`src/rtl/wb_arbiter2.sv`:
```
`timescale 1ns/1ps
// -----------------------------------------------------------------------------
// wb_arbiter2 -- two-master, one-slave Wishbone arbiter.
//
// Shares one Wishbone slave between master 0 (CPU) and master 1 (debug loader
// or DMA). Ownership is held for the full cyc of the owning master. When both
// masters are waiting, the master that did not own the bus most recently wins.
// The slave-side request and the ack/read-data return are pure combinational
// muxes selected by the registered owner, so arbitration adds one cycle of
// latency and the data path adds none.
//
// Optional feature (macro WB_ARB_TIMEOUT_EN): a watchdog counts stalled
// strobe cycles. When the count reaches timeout_cycles, the arbiter ends the
// beat itself for one cycle and pulses timeout. That cycle has s_cyc/s_stb
// forced low and an ack with zero data returned to the owner. Without the
// macro, timeout is tied low and no counter exists.
//
// Parameters:
//   addr_width      Wishbone address width
//   data_width      Wishbone data width (sel is data_width/8 bits)
//   timeout_cycles  watchdog limit, 1..65535 (used only with the macro)
//
// Ports:
//   clock, reset                 clock; asynchronous active-high reset
//   m0_* / m1_*  (in)            master requests: adr, datwr, we, stb, cyc, sel
//   m0_datrd/m1_datrd, m*_ack    read data and acknowledge back to each master
//   s_* (out)                    request muxed from the current owner
//   s_datrd, s_ack (in)          slave response
//   grant                        one-hot owner: 01 = M0, 10 = M1, 00 = none
//   timeout                      one-cycle pulse when the watchdog fires
// -----------------------------------------------------------------------------
module wb_arbiter2 #(
  parameter int addr_width     = 32,
  parameter int data_width     = 32,
  parameter int timeout_cycles = 255
) (
  input  logic                    clock,
  input  logic                    reset,
  // master 0
  input  logic [addr_width-1:0]   m0_adr,
  input  logic [data_width-1:0]   m0_datwr,
  input  logic                    m0_we,
  input  logic                    m0_stb,
  input  logic                    m0_cyc,
  input  logic [data_width/8-1:0] m0_sel,
  output logic [data_width-1:0]   m0_datrd,
  output logic                    m0_ack,
  // master 1
  input  logic [addr_width-1:0]   m1_adr,
  input  logic [data_width-1:0]   m1_datwr,
  input  logic                    m1_we,
  input  logic                    m1_stb,
  input  logic                    m1_cyc,
  input  logic [data_width/8-1:0] m1_sel,
  output logic [data_width-1:0]   m1_datrd,
  output logic                    m1_ack,
  // slave
  output logic [addr_width-1:0]   s_adr,
  output logic [data_width-1:0]   s_datwr,
  output logic                    s_we,
  output logic                    s_stb,
  output logic                    s_cyc,
  output logic [data_width/8-1:0] s_sel,
  input  logic [data_width-1:0]   s_datrd,
  input  logic                    s_ack,
  // status
  output logic [1:0]              grant,
  output logic                    timeout
);

  if (timeout_cycles < 1 || timeout_cycles > 65535) begin : g_bad_timeout
    $error("wb_arbiter2: timeout_cycles must be in 1..65535");
  end

  // Encodings are chosen so the owner register is the one-hot grant itself.
  typedef enum logic [1:0] {
    OWN_NONE = 2'b00,
    OWN_M0   = 2'b01,
    OWN_M1   = 2'b10
  } owner_e;

  owner_e owner_q, owner_d;
  logic   last_q, last_d;   // 0 = M0 owned most recently, 1 = M1

  // Request fields from the owner before any watchdog override.
  logic mux_cyc, mux_stb;
  logic fire;

  // ---------------------------------------------------------------------------
  // Owner selection
  // ---------------------------------------------------------------------------
  always_comb begin
    // NOTE: every signal written here gets a default first; a path that leaves
    // one unassigned would infer a latch instead of combinational logic.
    owner_d = owner_q;
    unique case (owner_q)
      OWN_NONE: begin
        if (m0_cyc && m1_cyc) owner_d = last_q ? OWN_M0 : OWN_M1;
        else if (m0_cyc)      owner_d = OWN_M0;
        else if (m1_cyc)      owner_d = OWN_M1;
      end
      // An owner dropping cyc can only hand over or go idle; it is never
      // re-granted in the same edge, which keeps the round-robin fair.
      OWN_M0: if (!m0_cyc) owner_d = m1_cyc ? OWN_M1 : OWN_NONE;
      OWN_M1: if (!m1_cyc) owner_d = m0_cyc ? OWN_M0 : OWN_NONE;
      default: owner_d = OWN_NONE;
    endcase

    last_d = last_q;
    if (owner_d != OWN_NONE) last_d = (owner_d == OWN_M1);
  end

  always_ff @(posedge clock or posedge reset) begin
    // NOTE: state registers use non-blocking assignments so every flop samples
    // the values from before the edge, regardless of statement order.
    if (reset) begin
      owner_q <= OWN_NONE;
      last_q  <= 1'b1;    // M0 wins the first tie after reset
    end else begin
      owner_q <= owner_d;
      last_q  <= last_d;
    end
  end

  assign grant = owner_q;

  // ---------------------------------------------------------------------------
  // Request / response muxes
  // ---------------------------------------------------------------------------
  always_comb begin
    s_adr    = '0;
    s_datwr  = '0;
    s_we     = 1'b0;
    s_sel    = '0;
    mux_cyc  = 1'b0;
    mux_stb  = 1'b0;
    m0_ack   = 1'b0;
    m1_ack   = 1'b0;
    m0_datrd = '0;
    m1_datrd = '0;
    unique case (owner_q)
      OWN_M0: begin
        s_adr    = m0_adr;
        s_datwr  = m0_datwr;
        s_we     = m0_we;
        s_sel    = m0_sel;
        mux_cyc  = m0_cyc;
        mux_stb  = m0_stb;
        m0_ack   = s_ack;
        m0_datrd = s_datrd;
      end
      OWN_M1: begin
        s_adr    = m1_adr;
        s_datwr  = m1_datwr;
        s_we     = m1_we;
        s_sel    = m1_sel;
        mux_cyc  = m1_cyc;
        mux_stb  = m1_stb;
        m1_ack   = s_ack;
        m1_datrd = s_datrd;
      end
      default: ;
    endcase

    s_cyc = mux_cyc;
    s_stb = mux_stb;
    // The watchdog beat: the slave is released and the owner sees an ack
    // carrying zero data, so a hung slave cannot lock the master forever.
    if (fire) begin
      s_cyc    = 1'b0;
      s_stb    = 1'b0;
      m0_ack   = (owner_q == OWN_M0);
      m1_ack   = (owner_q == OWN_M1);
      m0_datrd = '0;
      m1_datrd = '0;
    end
  end

  // ---------------------------------------------------------------------------
  // Watchdog
  // ---------------------------------------------------------------------------
`ifdef WB_ARB_TIMEOUT_EN
  localparam logic [15:0] TimeoutLim = 16'(timeout_cycles);

  logic [15:0] wdog_q, wdog_d;

  assign fire = (wdog_q == TimeoutLim);

  always_comb begin
    wdog_d = wdog_q;
    if (fire || s_ack || (owner_d != owner_q)) wdog_d = '0;
    else if (mux_cyc && mux_stb)               wdog_d = wdog_q + 16'd1;
  end

  always_ff @(posedge clock or posedge reset) begin
    if (reset) wdog_q <= '0;
    else       wdog_q <= wdog_d;
  end

  assign timeout = fire;
`else
  assign fire    = 1'b0;
  assign timeout = 1'b0;
`endif

endmodule

```
`config.mk`:
```
export PLATFORM = sky130hd
export DESIGN_NAME = wb_arbiter2
export DESIGN_NICKNAME = d
export VERILOG_FILES = /design/src/rtl/wb_arbiter2.sv
export SDC_FILE = /design/constraint.sdc
export NUM_CORES = 1
export LEC_CHECK = 0
export ABC_CLOCK_PERIOD_IN_PS = 4650
export BUFFER_PORTS_ARGS = -buffer_cell sky130_fd_sc_hd__buf_2
export CAP_MARGIN = 15
export CORE_AREA = 2 2 122 124
export CTS_BUF_LIST = sky130_fd_sc_hd__clkbuf_4
export CTS_CLUSTER_SIZE = 10
export DETAILED_ROUTE_END_ITERATION = 6
export DIE_AREA = 0 0 124 126
export PLACE_DENSITY = 0.53
export SETUP_SLACK_MARGIN = 0.2
export SLEW_MARGIN = 15
export SYNTH_ARGS = -nofsm -noshare
export SYNTH_HDL_FRONTEND = slang
export SYNTH_SLANG_ARGS = --single-unit
```
`constraint.sdc`:
```
create_clock -name clock -period 4.65 [get_ports clock]
set_input_delay 1.395 -clock clock [delete_from_list [all_inputs] [get_ports clock]]
set_output_delay 1.395 -clock clock [all_outputs]
set_load 0.01 [all_outputs]
```
# == Word-level counts from Yosys, hierarchy flattened ==
# Cells that the tools add are included.
# Widths: inputs -> output; s select.
# totals
reg_bits,3
in_bits,177
output_inout_bits,140
elab_cells,27
# op_classes
eq_ne,3
mux,19
reduce_logical,3
# op_table
operator,n
$pmux 32 s2,2
$mux 32,2
$mux 2,7
$pmux 4 s2,1
$pmux 1 s2,3
$pmux 2 s3,1
$eq 2x2->1 const B,2
$mux 1,3
$eq 2x1->1 const B,1
$logic_not 2->1,1
$reduce_bool 2->1,1
$logic_and 1x1->1,1

# == Logic depth before layout (Yosys ltp) ==
# Gate-level depths: netlist (run 1).
# depth
word_depth,5
ltp_mapped,7
mapped_depth_nobuf,5

# == Worst setup path after synthesis (run 1) ==
# Ideal clock, no wire load.
# synth_timing
path_kind,in2out
start,input port m1_cyc
end,output port s_cyc
arrival_ps,1788
required_ps,3255
setup_slack_ps,1467
path_stages,2
path_buffers,0
path_cell_list,a22o_1 and2_1
# synth_via
elab_chain_len,1
# synth_rtl
item,line_no,rtl
start: declaration,53,"input logic m1_cyc,"
$pmux 1 s2,141,unique case (owner_q)
end: declaration,62,"output logic s_cyc,"
# Every way passes these cells.

# == Worst setup path in the final report (run 1) ==
# layout_timing
start,register owner_q[1] (netlist: grant[1])
end,output port s_adr[21]
# layout_via
elab_chain_len,2
word_cells_on_any_way,3
cone_classes,eq/ne (2); mux (1)
# layout_rtl
item,line_no,rtl
start: declaration,82,"owner_e owner_q, owner_d;"
start signal: assignment,120,owner_q <= owner_d;
$eq 2x2->1 / $eq 2x1->1 (equally long branches),141,
$pmux 32 s2 *,141,
end: declaration,58,"output logic [addr_width-1:0] s_adr,"
# Mark *: on every way between the ends. The rest lies on a longest branch, timed or not.

==> impl_metrics.tcl, run 1 <==
set metrics [dict create \
    status "completed" \
    num-nets-final 742 \
    pin_count 317 \
    route.detailed.wl_per_inst_um 12.0 \
    ys_warn_count 0 \
    antenna_found_initial 1 \
    clock_skew_ns 0.000323 \
    remaining_drcs 0 \
    drt-total-wl_um 8910 \
    cellLeakagePower_uw 0.00202 \
    grt_first_pass_wirelength_um 12300 \
    timing.reg2reg.worst_path_depth 6 \
    cts_inserted_buffers 3 \
    rows 44 \
    fmax_ghz 0.275 \
    grt_pass1_vias 2570 \
    antenna_nets_post_route 0 \
    hold_viol_final 0 \
    timing.final.setup_violations 0 \
    design.die.area_um2 15600 \
    clock_tree.htree_level_count 1 \
    final-max-slew-violation-count 0 \
    clk_path_buf_depth 2 \
    cts_hold_repair.buffers 0 \
    postSynthRegisterBits 3 \
    timing.final.crit_share 0.782 \
    overflow 0 \
    cts_tree "built" \
    post-dp-hpwl_um 7390 \
    pwr_density_cell_nw_per_um2 478 \
    design.core.area_um2 14300 \
    grt_start_max_net_pins 55 \
    timing_worst_slew_pin_value_ns 0.737 \
    die_extent_in_x_um 124 \
    synth_nets 448 \
    synth_cells 267 \
    final_layout_size_suffix_gt1_frac 0.589 \
    cts_num_sinks 3 \
    drt_pre_antenna_iters 4 \
    effective_utilization_at_floorplan 0.124 \
    sequential_cell_area_fraction_in_the_yosys_report 0.0429 \
    areaGrowthSynthToFinish_pct 101 \
    rsz0062_at_grt "false" \
    post_synth_instance_area_um2 1780 \
    cts.root.buffer_cell "sky130_fd_sc_hd__clkbuf_4" \
    cts_resized 0 \
    ir_drop_uv 181 \
    num_vias 2986 \
    setup.worst_path.start_class "flop" \
    critPathRequiredTime_ns 3.25 \
    critical_path.endpoint_type "output pin" \
    capturing_instance_or_port_of_the_critical_path "s_adr[21]" \
    r2r_end "grant[0]$_DFF_PP0_" \
    clock_latency_ns 0.23 \
    min_path_type "flop to flop" \
    crit_type "flop to output pin" \
    reg2reg_setup_slack_ns 2.59 \
    clk_pin_slew_ns 0.04 \
    overall_track_demand_over_capacity_in_global_routing 0.0994 \
    routabilityCongestion 0.733 \
    buffer_ports.inserted 315 \
    post_cts.repair.setup_buffers 0 \
    totalPowerFinal_uw 1710 \
    fin_setup_tns_ns 0 \
    timing.critical_path.arrival_ns 2.24 \
    reg2reg_from "grant[1]$_DFF_PP0_" \
    min_period_ns 3.64 \
    die_height_um 126 \
    critical_path_peak_fanout 54 \
    timing.max_slew.rel_slack 0.509 \
    via_per_inst 4.01 \
    max-cap-violations 0 \
    drt_iter0_drc 99 \
    synth.distinct_cells 22 \
    post_synth.cell_area_avg_um2 6.66 \
    setup.worst_path.start "grant[1]$_DFF_PP0_" \
]
-- critical path, stage by stage, from the launching register on --
cell and delay [ns]:
sky130_fd_sc_hd__dfrtp_1 0.48, sky130_fd_sc_hd__inv_1 0.14, sky130_fd_sc_hd__ha_2 0.83, sky130_fd_sc_hd__buf_4 0.28, sky130_fd_sc_hd__nor2b_1 0.14, sky130_fd_sc_hd__buf_2 0.13
-- sequential cells by signal, summed over array words and instances (netlist names) --
register and flops:
grant 2, last_q 1
-- report_power, final --
part	total (uW)	leakage [uW]	internal (uW)	switching, uW
sequential	60.6	0.0000359	42.0	18.7
combinational	1600	0.00197	749	851
clock	51.7	0.0000184	38.0	13.8
-- routing by layer --
metal | routed length, um | GRT usage
met1 | 3300 | 0.105
met2 | 4670 | 0.193
met3 | 852 | 0.0195
met4 | 78 | 0.0317
met5 | 0 | 0
-- how the worst min path moves through the flow --
stage | from | end | depth (start not counted)
finish | last_q$_DFFE_PP1P_ | last_q$_DFFE_PP1P_ | 2
global route | last_q$_DFFE_PP1P_ | last_q$_DFFE_PP1P_ | 2
CTS | last_q$_DFFE_PP1P_ | last_q$_DFFE_PP1P_ | 2
detailed placement | last_q$_DFFE_PP1P_ | last_q$_DFFE_PP1P_ | 2
global placement | last_q$_DFFE_PP1P_ | last_q$_DFFE_PP1P_ | 2
floorplan | last_q$_DFFE_PP1P_ | last_q$_DFFE_PP1P_ | 2
-- cells in the final DEF (no fill, tap or decap), drive strengths merged --
master,n
a211oi,1
dfstp,1
a31oi,1
clkbuf,4
a22o,1
or2,1
and2,68
and4b,1
conb,1
dfrtp,2
nand2,1
diode,1
a22oi,70
inv,5
a32o,1
o21ai,3
mux2,1
buf,321
ha,4
nor2b,72
a311oi,1
-- cells in the mapped netlist --
| cell | number | area (um^2) |
|---|---|---|
| sky130_fd_sc_hd__a311oi_2 | 1 | 15.0 |
| sky130_fd_sc_hd__clkbuf_1 | 22 | 82.6 |
| sky130_fd_sc_hd__a211oi_1 | 1 | 7.51 |
| sky130_fd_sc_hd__ha_1 | 4 | 50.1 |
| sky130_fd_sc_hd__nor2b_1 | 72 | 450 |
| sky130_fd_sc_hd__dfstp_2 | 1 | 26.3 |
| sky130_fd_sc_hd__o21ai_0 | 1 | 5.00 |
| sky130_fd_sc_hd__conb_1 | 1 | 3.75 |
| sky130_fd_sc_hd__inv_1 | 5 | 18.8 |
| sky130_fd_sc_hd__and2_1 | 68 | 425 |
| sky130_fd_sc_hd__and4b_1 | 1 | 10.0 |
| sky130_fd_sc_hd__or2_1 | 1 | 6.26 |
| sky130_fd_sc_hd__o21ai_1 | 2 | 10.0 |
| sky130_fd_sc_hd__dfrtp_1 | 2 | 50.1 |
| sky130_fd_sc_hd__buf_2 | 9 | 45.0 |
| sky130_fd_sc_hd__a22o_1 | 1 | 8.76 |
| sky130_fd_sc_hd__mux2_1 | 1 | 11.3 |
| sky130_fd_sc_hd__a31oi_1 | 1 | 6.26 |
| sky130_fd_sc_hd__a32o_1 | 1 | 10.0 |
| sky130_fd_sc_hd__nand2_1 | 1 | 3.75 |
| sky130_fd_sc_hd__a22oi_1 | 70 | 526 |
| sky130_fd_sc_hd__buf_4 | 1 | 7.51 |
-- per-stage QoR --
| step | setup WS, ns | hold WS, ns | cell area, um^2 | util | instances |
|---|---|---|---|---|---|
| final | 1.01 | 0.502 | 3580 | 0.250 | 745 |
| after global routing | 0.773 | 0.528 | 3580 | 0.250 | 745 |
| after CTS | 0.961 | 0.511 | 3580 | 0.250 | 744 |
| after detailed placement | 1.19 | 0.503 | 3550 | 0.248 | 740 |
| after global placement | 1.19 | 0.503 | 3550 | 0.248 | 740 |
| after floorplan | 1.47 | 0.475 | 1780 | - | 267 |
-- layout make-up --
type,count,area (um^2)
fill,1610,10700
timing repair buffer,321,1650
multi-input combinational,227,1580
tap,184,230
sequential,3,76.3
clock buffer,4,30.0
inverter,5,18.8
antenna,1,2.50
-- kinds of logic after synthesis --
logic type / share of synthesized area
multiplexers: 0.00633
other: 0.00211
AND/OR/NAND/NOR: 0.504
AO/OA/AOI/OAI: 0.331
buffers and inverters: 0.0865
adder cells (fa/ha/maj): 0.0281
flip-flops: 0.0429
Note: power is estimated with default switching activity, not from simulation.
==> run 2, diff against run 1 <==
ABC_CLOCK_PERIOD_IN_PS = 3400   (was 4650)
clock period = 3.4 ns   (was 4.65 ns; I/O delays follow)
==> impl_metrics.tcl, run 2 (synthesized netlist as in run 1, its figures left out) <==
set metrics [dict create \
    timing.critical_path.max_delay_family "buffers and inverters" \
    reg2reg_setup_slack_ns 1.57 \
    die_height_um 126 \
    final-max-slew-violation-count 0 \
    design.core.area_um2 14300 \
    routabilityCongestion 0.748 \
    min_path_type "flop to flop" \
    design.die.area_um2 15600 \
    route.detailed.wl_per_inst_um 12.1 \
    cts_resized 0 \
    clock_skew_ns 0.00788 \
    most-common-layout-cells "sky130_fd_sc_hd__buf_2, sky130_fd_sc_hd__nor2b_1, sky130_fd_sc_hd__a22oi_1, sky130_fd_sc_hd__and2_1, sky130_fd_sc_hd__inv_1" \
    worst_path_largest_cell_delay_ns 0.47 \
    areaGrowthSynthToFinish_pct 102 \
    largest_register_ffs 2 \
    cellLeakagePower_uw 0.00202 \
    antenna_found_initial 0 \
    timing.critical_path.slowest_stage_cell "sky130_fd_sc_hd__dfrtp_1" \
    critPathRequiredTime_ns 2.38 \
    drt-total-wl_um 9020 \
    fin_setup_tns_ns 0 \
    r2r_end "grant[0]$_DFF_PP0_" \
    hold_viol_final 0 \
    overall_track_demand_over_capacity_in_global_routing 0.101 \
    crit_chain "inv_1 > ha_4 > buf_12 > a22oi_1 > nor2b_1 > buf_2" \
    timing.critical_path.arrival_ns 1.93 \
    remaining_drcs 0 \
    area.sequential_um2 76.3 \
    num-nets-final 742 \
    clk_pin_slew_ns 0.04 \
    clk_path_buf_depth 2 \
    diodes 0 \
    overflow 0 \
    ir_drop_uv 199 \
    effective_utilization_at_floorplan 0.124 \
    cts_tree "built" \
    drt_iter0_drc 87 \
    max-cap-violations 0 \
    layout_fillers 1601 \
    cts.root.buffer_cell "sky130_fd_sc_hd__clkbuf_4" \
    crit_type "flop to output pin" \
    final_layout_size_suffix_gt1_frac 0.589 \
    pwr_density_cell_nw_per_um2 652 \
    number_of_buffers_and_inverters_on_the_critical_path 3 \
    rsz0062_at_grt "false" \
    critical_path.endpoint_type "output pin" \
    cts_num_sinks 3 \
    rows 44 \
    final_common_cell "sky130_fd_sc_hd__buf_2" \
    hold_path_start "last_q$_DFFE_PP1P_" \
    setup.worst_path.start_class "flop" \
    post_cts.repair.setup_buffers 0 \
    pin_count 317 \
    via_per_inst 3.97 \
    critical_path_peak_fanout 39 \
    antenna_nets_post_route 0 \
    timing.final.crit_share 0.868 \
    multiInputGateArea_um2 1580 \
    status "completed" \
    buffer_ports.inserted 315 \
    clock_tree.htree_level_count 1 \
    cts_inserted_buffers 3 \
    timing.final.setup_violations 0 \
    totalPowerFinal_uw 2340 \
    drt_pre_antenna_iters 5 \
    grt_pass1_vias 2518 \
    grt_first_pass_wirelength_um 12600 \
    fmax_ghz 0.339 \
    post-dp-hpwl_um 7420 \
    die_extent_in_x_um 124 \
    hold_path_depth 2 \
    timing.reg2reg.worst_path_depth 5 \
    clock_latency_ns 0.25 \
    grt_start_max_net_pins 47 \
    cts_hold_repair.buffers 0 \
    num_vias 2955 \
    reg2reg_from "grant[0]$_DFF_PP0_" \
    min_delay_worst_endpoint "last_q$_DFFE_PP1P_" \
    min_period_ns 2.95 \
]
run 2: cell types whose count changed in the layout (fill, tap and decap cells not counted):
cell,change
sky130_fd_sc_hd__buf_12,+1
sky130_fd_sc_hd__buf_4,-1
sky130_fd_sc_hd__diode_2,-1
run 2: final cells by class:
| class | instances | share of cell area |
|---|---|---|
| Tap cell | 184 | 0.0641 |
| Multi-Input combinational cell | 227 | 0.439 |
| Timing Repair Buffer | 321 | 0.462 |
| Inverter | 5 | 0.00523 |
| Clock buffer | 4 | 0.00836 |
| Sequential cell | 3 | 0.0213 |
run 2: worst min-delay path, cell delays in order (launching register included):
cell	delay, ns
sky130_fd_sc_hd__dfstp_2	0.36
sky130_fd_sc_hd__inv_1	0.05
sky130_fd_sc_hd__a311oi_2	0.08
run 2: report_power, final:
group / internal, uW / switching, uW / leakage [uW]
Sequential: 57.4 / 26.2 / 0.0000359
Clock: 52.2 / 22.8 / 0.0000184
Combinational: 1020 / 1160 / 0.00197
Total: 1130 / 1210 / 0.00202
run 2: how the worst max path moves through the flow:
stage | startpoint | end | slack, ns | depth (start not counted)
final | grant[0]$_DFF_PP0_ | s_datwr[26] | 0.45 | 6
after global placement | grant[0]$_DFF_PP0_ | s_adr[31] | 0.70 | 5
after global routing | grant[1]$_DFF_PP0_ | s_adr[29] | 0.26 | 6
after detailed placement | grant[1]$_DFF_PP0_ | s_adr[29] | 0.69 | 6
after CTS | grant[1]$_DFF_PP0_ | s_adr[29] | 0.41 | 6
after floorplan | grant[1]$_DFF_PP0_ | s_adr[0] | 0.88 | 7
run 2: through the flow:
step	setup slack (ns)	hold slack, ns	area, um^2	std cells	util
2_1_floorplan	0.880	0.475	1780	267	-
3_3_place_gp	0.704	0.492	3560	740	0.249
3_5_place_dp	0.691	0.498	3560	740	0.249
4_1_cts	0.412	0.504	3590	744	0.251
5_1_grt	0.258	0.536	3590	744	0.251
6_report	0.448	0.496	3590	744	0.251
run 2: metal layers:
layer  part of all wire  vias to the layer above  wire (um)  global-route usage
met5                  0                        -          0                   0
met4              0.012                        0        112              0.0258
met3               0.10                        6        902              0.0240
met2               0.51                      170       4560               0.189
met1               0.38                     1267       3440               0.112
li1                   -                     1512          -                   -
==> run 3, diff against run 2 <==
CORE_AREA = 2 2 124 126   (was 2 2 122 124)
DIE_AREA = 0 0 126 128   (was 0 0 124 126)
PLACE_DENSITY = 0.52   (was 0.53)
==> impl_metrics.tcl, run 3 (synthesized netlist as in run 1, its figures left out) <==
set metrics [dict create \
    status "completed" \
    hold_viol_final 0 \
    areaGrowthSynthToFinish_pct 102 \
    reg2reg_from "grant[0]$_DFF_PP0_" \
    numPlacedInstances 744 \
    clock_latency_ns 0.24 \
    die_extent_in_x_um 126 \
    p_clk_frac 0.031 \
    design.core.area_um2 14900 \
    critical_path.endpoint_type "output pin" \
    antenna_found_initial 0 \
    cts_tree "built" \
    drt-total-wl_um 9100 \
    dp_worst_setup_slack_ns 0.665 \
    pin_count 317 \
    design.die.area_um2 16100 \
    intPower_uw 1130 \
    cts.root.buffer_cell "sky130_fd_sc_hd__clkbuf_4" \
    timing.final.setup_violations 0 \
    power_switching_share 0.519 \
    area.sequential_um2 76.3 \
    rsz0062_at_grt "false" \
    diodes 0 \
    hold_path_start "last_q$_DFFE_PP1P_" \
    clk_pin_slew_ns 0.04 \
    final_layout_size_suffix_gt1_frac 0.589 \
    hold_path_depth 2 \
    max-cap-violations 0 \
    cts_hold_repair.buffers 0 \
    finished_cell_area_um2 3600 \
    antenna_nets_post_route 0 \
    critical_path_peak_fanout 52 \
    cts_inserted_buffers 3 \
    setup.worst_path.start_class "flop" \
    rows 45 \
    critPathRequiredTime_ns 2.38 \
    multiInputGateArea_um2 1580 \
    cts_resized 0 \
    fmax_ghz 0.341 \
    most-common-layout-cells "sky130_fd_sc_hd__buf_2, sky130_fd_sc_hd__nor2b_1, sky130_fd_sc_hd__a22oi_1, sky130_fd_sc_hd__and2_1, sky130_fd_sc_hd__inv_1" \
    buffer_ports.inserted 315 \
    timing.reg2reg.worst_path_depth 6 \
    grt_pass1_vias 2590 \
    reg2reg_setup_slack_ns 1.48 \
    die_height_um 128 \
    switchingPower_uw 1220 \
    min_path_type "flop to flop" \
    crit_type "flop to output pin" \
    clk_path_buf_depth 2 \
    p_seq_frac 0.037 \
    ir_drop_uv 307 \
    via_per_inst 4.06 \
    largest_register_ffs 2 \
    num-nets-final 742 \
    remaining_drcs 0 \
    overflow 0 \
    grt_start_max_net_pins 58 \
    grt_first_pass_wirelength_um 12800 \
    cts_num_sinks 3 \
    min_delay_worst_endpoint "last_q$_DFFE_PP1P_" \
    route.detailed.wl_per_inst_um 12.2 \
    overall_track_demand_over_capacity_in_global_routing 0.0977 \
    clock_skew_ns 0.000463 \
    final_core_util 0.242 \
    final-max-slew-violation-count 0 \
    routabilityCongestion 0.803 \
    drt_iter0_drc 127 \
    postPlaceCellArea_um2 3570 \
    cellLeakagePower_uw 0.00202 \
    final_common_cell "sky130_fd_sc_hd__buf_2" \
    drt_pre_antenna_iters 4 \
    post_cts.repair.setup_buffers 0 \
    layout_fillers 1687 \
    setup_ws_ns 0.465 \
    fin_setup_tns_ns 0 \
    timing.final.crit_share 0.863 \
    effective_utilization_at_floorplan 0.120 \
    timing.critical_path.arrival_ns 1.91 \
    pwr_density_cell_nw_per_um2 652 \
    num_vias 3038 \
    p_comb_frac 0.933 \
    post-dp-hpwl_um 7280 \
    r2r_end "grant[0]$_DFF_PP0_" \
    min_period_ns 2.93 \
    finish.cell_count_without_fillers 748 \
    clock_tree.htree_level_count 1 \
]
## run 3: power groups by stage
stage	clock, uW	sequential [uW]	combinational, uW
2_1_floorplan	0	78.1	1380
3_3_place_gp	0	86.8	2250
3_5_place_dp	0	87.4	2220
4_1_cts	75.8	86.9	2230
5_1_grt	81.5	90.4	2400
6_report	71.6	86.0	2190
## run 3: worst max-delay path by stage
stage / startpoint / end / slack, ns / cells past startpoint
after detailed placement: m1_cyc / s_cyc / 0.66 / 4
after floorplan: grant[1]$_DFF_PP0_ / s_adr[0] / 0.88 / 7
final: grant[1]$_DFF_PP0_ / s_datwr[25] / 0.47 / 6
after global routing: grant[1]$_DFF_PP0_ / s_datwr[26] / 0.26 / 6
after global placement: grant[0]$_DFF_PP0_ / s_stb / 0.66 / 5
after CTS: grant[0]$_DFF_PP0_ / s_stb / 0.42 / 5
## run 3: cell type report
class                           count  area share
Clock buffer                        4     0.00835
Inverter                            5     0.00522
Multi-Input combinational cell    227       0.438
Sequential cell                     3      0.0212
Tap cell                          188      0.0654
Timing Repair Buffer              321       0.461
## run 3: per-layer routing
metal,global-route usage,up-vias,share of wire
li1,-,1509,-
met1,0.114,1346,0.39
met2,0.179,174,0.51
met3,0.0242,9,0.089
met4,0.0239,0,0.012
met5,0,-,0
## run 3: metrics by stage
step,power (uW),hold WS (ns)
2_1_floorplan,1450,0.475
3_3_place_gp,2340,0.495
3_5_place_dp,2310,0.497
4_1_cts,2390,0.505
5_1_grt,2570,0.555
6_report,2350,0.513
## run 3: critical path, cell delays in order (launching register included)
cell                      delay (ns)
sky130_fd_sc_hd__dfrtp_1        0.46
sky130_fd_sc_hd__inv_1          0.15
sky130_fd_sc_hd__ha_4           0.36
sky130_fd_sc_hd__buf_12         0.26
sky130_fd_sc_hd__a22oi_1        0.12
sky130_fd_sc_hd__nor2b_1        0.12
sky130_fd_sc_hd__buf_2          0.13
